[config.mk]
export PLATFORM = sky130hd
export DESIGN_NAME = uart_tx_wb_flat
export DESIGN_NICKNAME = d
export VERILOG_FILES = /design/src/rtl/uart_pkg.sv /design/src/rtl/uart_tx_wb_if.sv /design/src/rtl/uart_baud_nco.sv /design/src/rtl/uart_tx_wb.sv /design/src/flat_wrapper.sv
export SDC_FILE = /design/constraint.sdc
export NUM_CORES = 1
export LEC_CHECK = 0
export CELL_PAD_IN_SITES_DETAIL_PLACEMENT = 1
export CELL_PAD_IN_SITES_GLOBAL_PLACEMENT = 1
export CORE_ASPECT_RATIO = 0.6
export CORE_MARGIN = 3
export CORE_UTILIZATION = 45
export DETAILED_ROUTE_END_ITERATION = 10
export HOLD_SLACK_MARGIN = 0.1
export PLACE_DENSITY_LB_ADDON = 0.1
export SLEW_MARGIN = 15
export SYNTH_ARGS = -nofsm -noshare
export SYNTH_HDL_FRONTEND = slang
export SYNTH_SLANG_ARGS = --single-unit
[constraint.sdc]
create_clock -name clk_i -period 8.04 [get_ports clk_i]
set_input_delay 1.608 -clock clk_i [delete_from_list [all_inputs] [get_ports clk_i]]
set_output_delay 1.608 -clock clk_i [all_outputs]
set_load 0.02 [all_outputs]
[src/rtl/uart_pkg.sv]
// Shared constants for the Wishbone UART transmitter: register map,
// bit positions and the serialiser state encoding.
package uart_pkg;

   localparam logic [2:0] ADDR_CTRL   = 3'd3;
   localparam logic [2:0] ADDR_BAUD   = 3'd4;
   localparam logic [2:0] ADDR_STATUS = 3'd5;
   localparam logic [2:0] ADDR_TXBUF  = 3'd7;

   localparam int unsigned BIT_START     = 7;
   localparam int unsigned BIT_BUSY      = 7;
   localparam int unsigned BIT_IE        = 0;
   localparam int unsigned BIT_TX_DONE   = 5;
   localparam int unsigned BIT_OVR       = 6;
   localparam int unsigned BIT_STAT_BUSY = 0;

   typedef enum logic [1:0] {
      IDLE,
      START,
      DATA,
      STOP
   } tx_state_e;

endpackage

[src/rtl/uart_tx_wb_if.sv]
// Wishbone classic slave bus bundle; signal names are seen from the slave side.
interface uart_tx_wb_if #(
   parameter int unsigned ADDR_W = 32
);
   logic [ADDR_W-1:0] addr_i;
   logic [31:0]       dat_i;
   logic [31:0]       dat_o;
   logic              we_i;
   logic [3:0]        sel_i;
   logic              cyc_i;
   logic              stb_i;
   logic              ack_o;
   logic              err_o;
   logic              rty_o;

   modport master (
      output addr_i, dat_i, we_i, sel_i, cyc_i, stb_i,
      input  dat_o, ack_o, err_o, rty_o
   );

   modport slave (
      input  addr_i, dat_i, we_i, sel_i, cyc_i, stb_i,
      output dat_o, ack_o, err_o, rty_o
   );
endinterface

[src/rtl/uart_baud_nco.sv]
// Phase-accumulator baud generator: tick is the carry-out of acc + increment.
module uart_baud_nco (
   input  logic        clk,
   input  logic        rst,
   input  logic        enable,
   input  logic        clear,
   input  logic [31:0] increment,
   output logic        tick
);
   logic [31:0] acc_q, acc_d;
   logic        carry;

   always_comb begin
      {carry, acc_d} = {1'b0, acc_q} + {1'b0, increment};
      tick = enable & carry;
      if (clear) begin
         acc_d = '0;
      end else if (!enable) begin
         acc_d = acc_q;
      end
   end

   always_ff @(posedge clk or negedge rst) begin
      if (!rst) begin
         acc_q <= '0;
      end else begin
         acc_q <= acc_d;
      end
   end
endmodule

[src/rtl/uart_tx_wb.sv]
// Wishbone slave UART transmitter: register file plus an 8N1 serialiser
// paced by the baud NCO.
module uart_tx_wb
   import uart_pkg::*;
#(
   parameter int unsigned ADDR_W = 32
) (
   input  logic           clk_i,
   input  logic           rst_i,
   uart_tx_wb_if.slave    wb,
   output logic           tx_o,
   output logic           irq_o
);
   tx_state_e   state_q, state_d;
   logic [31:0] baud_q, baud_d;
   logic [31:0] dat_o_q, dat_o_d;
   logic [31:0] rdata;
   logic [7:0]  txbuf_q, txbuf_d;
   logic [7:0]  shift_q, shift_d;
   logic [2:0]  idx_q, idx_d;
   logic        ie_q, ie_d;
   logic        done_q, done_d;
   logic        ovr_q, ovr_d;
   logic        tx_q, tx_d;
   logic        ack_q;
   logic        wr, rd, busy, tick, start_cmd, frame_end;
   logic [2:0]  a;
   logic        unused;

   assign a         = wb.addr_i[2:0];
   assign wr        = wb.stb_i & wb.we_i;
   assign rd        = wb.stb_i & ~wb.we_i;
   assign busy      = (state_q != IDLE);
   assign start_cmd = wr && (a == ADDR_CTRL) && wb.dat_i[BIT_START] && !busy;
   assign unused    = ^{wb.sel_i, wb.cyc_i, wb.addr_i[ADDR_W-1:3]};

   uart_baud_nco u_nco (
      .clk       (clk_i),
      .rst       (rst_i),
      .enable    (busy),
      .clear     (start_cmd),
      .increment (baud_q),
      .tick      (tick)
   );

   always_comb begin
      state_d   = state_q;
      shift_d   = shift_q;
      idx_d     = idx_q;
      frame_end = 1'b0;
      tx_d      = 1'b1;
      unique case (state_q)
         IDLE: begin
            if (start_cmd) begin
               state_d = START;
               shift_d = txbuf_q;
            end
         end
         START: begin
            tx_d = 1'b0;
            if (tick) begin
               state_d = DATA;
               idx_d   = '0;
            end
         end
         DATA: begin
            tx_d = shift_q[0];
            if (tick) begin
               shift_d = shift_q >> 1;
               idx_d   = idx_q + 3'd1;
               if (idx_q == 3'd7) begin
                  state_d = STOP;
               end
            end
         end
         STOP: begin
            if (tick) begin
               state_d   = IDLE;
               frame_end = 1'b1;
            end
         end
      endcase
   end

   // Status clear is applied before the sets so a same-edge frame end wins.
   always_comb begin
      baud_d  = baud_q;
      txbuf_d = txbuf_q;
      ie_d    = ie_q;
      done_d  = done_q;
      ovr_d   = ovr_q;
      if (wr) begin
         case (a)
            ADDR_CTRL: begin
               ie_d = wb.dat_i[BIT_IE];
               if (wb.dat_i[BIT_START] && busy) begin
                  ovr_d = 1'b1;
               end
            end
            ADDR_BAUD:   baud_d = wb.dat_i;
            ADDR_STATUS: begin
               done_d = 1'b0;
               ovr_d  = 1'b0;
            end
            ADDR_TXBUF:  txbuf_d = wb.dat_i[7:0];
            default: ;
         endcase
      end
      if (frame_end) begin
         done_d = 1'b1;
      end
   end

   always_comb begin
      rdata = '0;
      case (a)
         ADDR_CTRL: begin
            rdata[BIT_BUSY] = busy;
            rdata[BIT_IE]   = ie_q;
         end
         ADDR_BAUD: rdata = baud_q;
         ADDR_STATUS: begin
            rdata[BIT_TX_DONE]   = done_q;
            rdata[BIT_OVR]       = ovr_q;
            rdata[BIT_STAT_BUSY] = busy;
         end
         ADDR_TXBUF: rdata[7:0] = txbuf_q;
         default: ;
      endcase
      dat_o_d = rd ? rdata : dat_o_q;
   end

   always_ff @(posedge clk_i or negedge rst_i) begin
      if (!rst_i) begin
         state_q <= IDLE;
         baud_q  <= '0;
         txbuf_q <= '0;
         shift_q <= '0;
         idx_q   <= '0;
         ie_q    <= 1'b0;
         done_q  <= 1'b0;
         ovr_q   <= 1'b0;
         tx_q    <= 1'b1;
         ack_q   <= 1'b0;
         dat_o_q <= '0;
      end else begin
         state_q <= state_d;
         baud_q  <= baud_d;
         txbuf_q <= txbuf_d;
         shift_q <= shift_d;
         idx_q   <= idx_d;
         ie_q    <= ie_d;
         done_q  <= done_d;
         ovr_q   <= ovr_d;
         tx_q    <= tx_d;
         ack_q   <= wb.stb_i;
         dat_o_q <= dat_o_d;
      end
   end

   assign wb.dat_o = dat_o_q;
   assign wb.ack_o = ack_q;
   assign wb.err_o = 1'b0;
   assign wb.rty_o = 1'b0;
   assign tx_o     = tx_q;
   assign irq_o    = done_q & ie_q;
endmodule

[src/flat_wrapper.sv]
// flat-port wrapper written by rule: the top's interface ports become plain ports
module uart_tx_wb_flat import uart_pkg::*;
#(
   parameter int unsigned ADDR_W = 32
)
  (clk_i, rst_i, tx_o, irq_o, wb_addr_i, wb_dat_i, wb_we_i, wb_sel_i, wb_cyc_i, wb_stb_i, wb_dat_o, wb_ack_o, wb_err_o, wb_rty_o);
  uart_tx_wb_if #(.ADDR_W(ADDR_W)) wb_i ();
  input  logic clk_i;
  input  logic rst_i;
  output logic tx_o;
  output logic irq_o;
  input wire logic [$bits(wb_i.addr_i)-1:0] wb_addr_i;
  input wire logic [$bits(wb_i.dat_i)-1:0] wb_dat_i;
  input wire logic [$bits(wb_i.we_i)-1:0] wb_we_i;
  input wire logic [$bits(wb_i.sel_i)-1:0] wb_sel_i;
  input wire logic [$bits(wb_i.cyc_i)-1:0] wb_cyc_i;
  input wire logic [$bits(wb_i.stb_i)-1:0] wb_stb_i;
  output wire logic [$bits(wb_i.dat_o)-1:0] wb_dat_o;
  output wire logic [$bits(wb_i.ack_o)-1:0] wb_ack_o;
  output wire logic [$bits(wb_i.err_o)-1:0] wb_err_o;
  output wire logic [$bits(wb_i.rty_o)-1:0] wb_rty_o;
  assign wb_i.addr_i = wb_addr_i;
  assign wb_i.dat_i = wb_dat_i;
  assign wb_i.we_i = wb_we_i;
  assign wb_i.sel_i = wb_sel_i;
  assign wb_i.cyc_i = wb_cyc_i;
  assign wb_i.stb_i = wb_stb_i;
  assign wb_dat_o = wb_i.dat_o;
  assign wb_ack_o = wb_i.ack_o;
  assign wb_err_o = wb_i.err_o;
  assign wb_rty_o = wb_i.rty_o;
  uart_tx_wb #(.ADDR_W(ADDR_W)) u_core (.clk_i(clk_i), .rst_i(rst_i), .wb(wb_i), .tx_o(tx_o), .irq_o(irq_o));
endmodule
==> insert_results.sql <==
INSERT INTO impl_metrics (metric_group, metric, value, unit) VALUES
('clocking', 'cts_buffer_depth', '2', ''),
('placement', 'globalplace.congestion', '0.876', ''),
('synth', 'synth.yosys.warnings', '0', ''),
('grt', 'grt-ovfl-total', '0', ''),
('layout', 'final_layout_size_suffix_gt1_share', '11.4', '%'),
('clocking', 'worstSkewPairLatency', '0.42', 'ns'),
('min_path', 'whs_path_depth', '2', ''),
('synth', 'syn-cell-area', '0.00664', 'mm²'),
('critical_path', 'critPathLaunchType', 'primary input', ''),
('critical_path', 'critical_path.reg2reg.startpoint', 'u_core.baud_q[0]$_DFFE_PN0P_', ''),
('timing', 'timing_max_transition_violations_final', '0', ''),
('outcome', 'outcome', 'complete, no violations', ''),
('timing', 'share_of_the_clock_period_used_by_the_worst_path_after_layout', '53.3', '%'),
('floorplan', 'die_height', '100', 'µm'),
('critical_path', 'worstSetupPathType', 'primary input to register', ''),
('grt', 'grt_first_pass_wirelength', '31700', 'µm'),
('critical_path', 'reg2reg_slack', '4.80', 'ns'),
('timing', 'report.final.hold_viol_count', '0', ''),
('detailed_routing', 'drt_pass1_iterations', '4', ''),
('clocking', 'worst_setup_hold_path_clk_slew', '0.05', 'ns'),
('timing', 'rsz_0062_raised_after_global_routing', 'false', ''),
('floorplan', 'die-width', '163', 'µm'),
('synth', 'flip_flop_cell_with_the_highest_count_after_synthesis', 'sky130_fd_sc_hd__dfrtp_1', ''),
('detailed_routing', 'dr_total_vias', '5461', ''),
('floorplan', 'fp-row-count', '33', ''),
('layout', 'post-route-util', '57.6', '%'),
('timing', 'final.setup_skew', '0.0118', 'ns'),
('clocking', 'clock-sinks', '122', ''),
('flow_run', 'max_cap_viol_count', '0', ''),
('synth', 'synth.avg_cell_area', '9.80', 'µm²'),
('synth', 'synth-async-reset-ratio', '100', '%'),
('timing', 'max-slew-margin-rel', '38.2', '%'),
('critical_path', 'crit_path_end_kind', 'register', ''),
('synth', 'count_of_mapped_cells_out_of_synthesis', '677', ''),
('timing', 'period_needed', '4.29', 'ns'),
('detailed_routing', 'drt.antenna.violating_nets', '0', ''),
('layout', 'final_common_cell', 'sky130_fd_sc_hd__dfrtp_1', ''),
('timing', 'tns', '0', 'ns'),
('timing', 'achievable-frequency', '233', 'MHz'),
('detailed_routing', 'wl_per_cell', '20.5', 'µm'),
('placement', 'port_buffers', '73', ''),
('detailed_routing', 'post-route-drc-count', '0', ''),
('critical_path', 'timing.critical_path.slowest_stage_cell', 'sky130_fd_sc_hd__clkdlybuf4s50_1', ''),
('min_path', 'hold_path_startpoint', 'u_core.wb.dat_o[22]$_DFFE_PN0P_', ''),
('clocking', 'ctsResizeCount', '0', ''),
('detailed_routing', 'drt_iter0_markers', '351', ''),
('layout', 'insertedDiodeCount', '0', ''),
('critical_path', 'r2r-end', 'u_core.shift_q[3]$_DFFE_PN0P_', ''),
('placement', 'place_area', '0.00748', 'mm²'),
('min_path', 'worstHoldEndpoint', 'u_core.wb.dat_o[22]$_DFFE_PN0P_', ''),
('detailed_routing', 'routed_wl', '19200', 'µm'),
('grt', 'grtUsageTotal', '24.7', '%'),
('layout', 'syn2layout_area_growth', '21.8', '%'),
('critical_path', 'critPathMaxStageDelay', '0.76', 'ns'),
('synth', 'synth_enable_flop_cells', '0', ''),
('pwr', 'power.leakage', '3.49', 'nW'),
('layout', 'num-nets-final', '847', ''),
('critical_path', 'r2r.worst_path.cells', '11', ''),
('floorplan', 'coreArea', '0.0140', 'mm²'),
('grt', 'grt_antenna_before_repair', '0', ''),
('critical_path', 'critical_path.max_fanout', '19', ''),
('clocking', 'cts-buffers-inserted', '17', ''),
('placement', 'hpwlAfterDp', '12800', 'µm'),
('clocking', 'quantity_of_hold_fixing_buffers_added_after_cts', '0', ''),
('pwr', 'ir_drop', '135', 'µV'),
('layout', 'post-route-cell-area', '0.00808', 'mm²'),
('synth', 'synth_sequential_area_ratio', '46.0', '%'),
('min_path', 'timing.hold.worst.class', 'register to register', ''),
('timing', 'finalWorstSetupSlack', '3.75', 'ns'),
('floorplan', 'dieArea', '0.0163', 'mm²'),
('pwr', 'power_density', '370', 'mW/mm²');
[cell usage after synthesis, types with 2 or more instances]
cell,count,area (µm²)
sky130_fd_sc_hd__clkbuf_1,33,124
sky130_fd_sc_hd__buf_4,3,22.5
sky130_fd_sc_hd__o2111ai_1,2,17.5
sky130_fd_sc_hd__nand3b_1,3,22.5
sky130_fd_sc_hd__inv_1,11,41.3
sky130_fd_sc_hd__a211oi_2,2,25.0
sky130_fd_sc_hd__o31ai_1,4,30.0
sky130_fd_sc_hd__xor2_1,15,131
sky130_fd_sc_hd__mux2_2,40,450
sky130_fd_sc_hd__a22o_1,4,35.0
sky130_fd_sc_hd__o211ai_1,7,52.6
sky130_fd_sc_hd__o21a_1,4,30.0
sky130_fd_sc_hd__buf_1,2,7.51
sky130_fd_sc_hd__a41oi_1,3,26.3
sky130_fd_sc_hd__o21ai_1,3,15.0
sky130_fd_sc_hd__a21o_1,12,90.1
sky130_fd_sc_hd__nor2b_1,6,37.5
sky130_fd_sc_hd__a211oi_1,4,30.0
sky130_fd_sc_hd__o21bai_1,3,22.5
sky130_fd_sc_hd__and2_1,5,31.3
sky130_fd_sc_hd__nor3_1,9,45.0
sky130_fd_sc_hd__xnor2_1,13,114
sky130_fd_sc_hd__nand4_1,8,50.1
sky130_fd_sc_hd__and3_1,5,31.3
sky130_fd_sc_hd__a21oi_1,38,190
sky130_fd_sc_hd__nand2_1,105,394
sky130_fd_sc_hd__nor2_1,27,101
sky130_fd_sc_hd__nand3_1,19,95.1
sky130_fd_sc_hd__mux2_1,2,22.5
sky130_fd_sc_hd__ha_1,38,475
sky130_fd_sc_hd__dfrtp_1,121,3030
sky130_fd_sc_hd__mux2i_1,10,100
sky130_fd_sc_hd__a31oi_1,7,43.8
sky130_fd_sc_hd__nand2b_1,3,18.8
sky130_fd_sc_hd__o21ai_0,82,410
sky130_fd_sc_hd__a22oi_1,5,37.5
[final cells by class]
cell class,count,area [µm²]
clock buffers,23,478
clock inverters,7,116
fillers,1542,5950
inverters,11,41.3
multi-input cells,506,3400
flip-flops and latches,122,3050
well taps,192,240
repair buffers,77,758
[worst max-delay path: cells and delay by family]
kind	cells	cell delay, ns
AOI/OAI and AO/OA	1	0.10
buffers and inverters	1	0.76
and+or+nand+nor	5	2.07
[state kept, by name, summed over array words and instances (netlist names), 2 cells and up]
register,cells
u_core.wb.dat_o,32
u_core.shift_q,8
u_core.baud_q,32
u_core.txbuf_q,8
u_core.idx_q,3
u_core.state_q,2
u_core.u_nco.acc_q,32
[cell families after synthesis]
| family | after synthesis | synth area share (%) |
|---|---|---|
| AOI/OAI and AO/OA | 192 | 18.3 |
| xor gates and xnor gates | 28 | 3.70 |
| adders and majority gates | 39 | 7.47 |
| buffers and inverters | 50 | 3.02 |
| DFF | 122 | 46.0 |
| muxes | 52 | 8.63 |
| other | 1 | 0.0565 |
| and+or+nand+nor | 193 | 12.8 |
[metal layers]
metal  global-route usage [%]  routed length, µm
met5                        0                  0
met4                     8.90                306
met3                     5.61                889
met2                     38.8               8850
met1                     33.9               9150
[through the flow]
stage | instances | total power [mW]
6_report | 938 | 2.99
5_1_grt | 938 | 3.19
4_1_cts | 938 | 2.99
3_5_place_dp | 908 | 2.16
3_3_place_gp | 908 | 2.07
2_1_floorplan | 678 | 1.79
[worst max path at each step]
stage	startpoint	end	slack (ns)	cells after the start
final	wb_addr_i[0]	u_core.u_nco.acc_q[15]$_DFFE_PN0N_	3.75	7
after detailed placement	wb_addr_i[0]	u_core.u_nco.acc_q[25]$_DFFE_PN0N_	3.40	7
after global placement	wb_addr_i[0]	u_core.u_nco.acc_q[9]$_DFFE_PN0N_	3.49	7
after global routing	wb_addr_i[0]	u_core.u_nco.acc_q[28]$_DFFE_PN0N_	3.59	7
after CTS	wb_addr_i[0]	u_core.u_nco.acc_q[15]$_DFFE_PN0N_	3.80	7
after floorplan	wb_addr_i[0]	u_core.u_nco.acc_q[14]$_DFFE_PN0N_	4.79	9
[where the power goes]
group / switching [mW] / internal (mW) / total, mW / leakage (nW)
sequential: 0.124 / 0.788 / 0.912 / 1.54
clock: 0.280 / 0.508 / 0.788 / 0.289
combinational: 0.786 / 0.504 / 1.29 / 1.65
No activity file was read; power rests on OpenSTA's default activity.
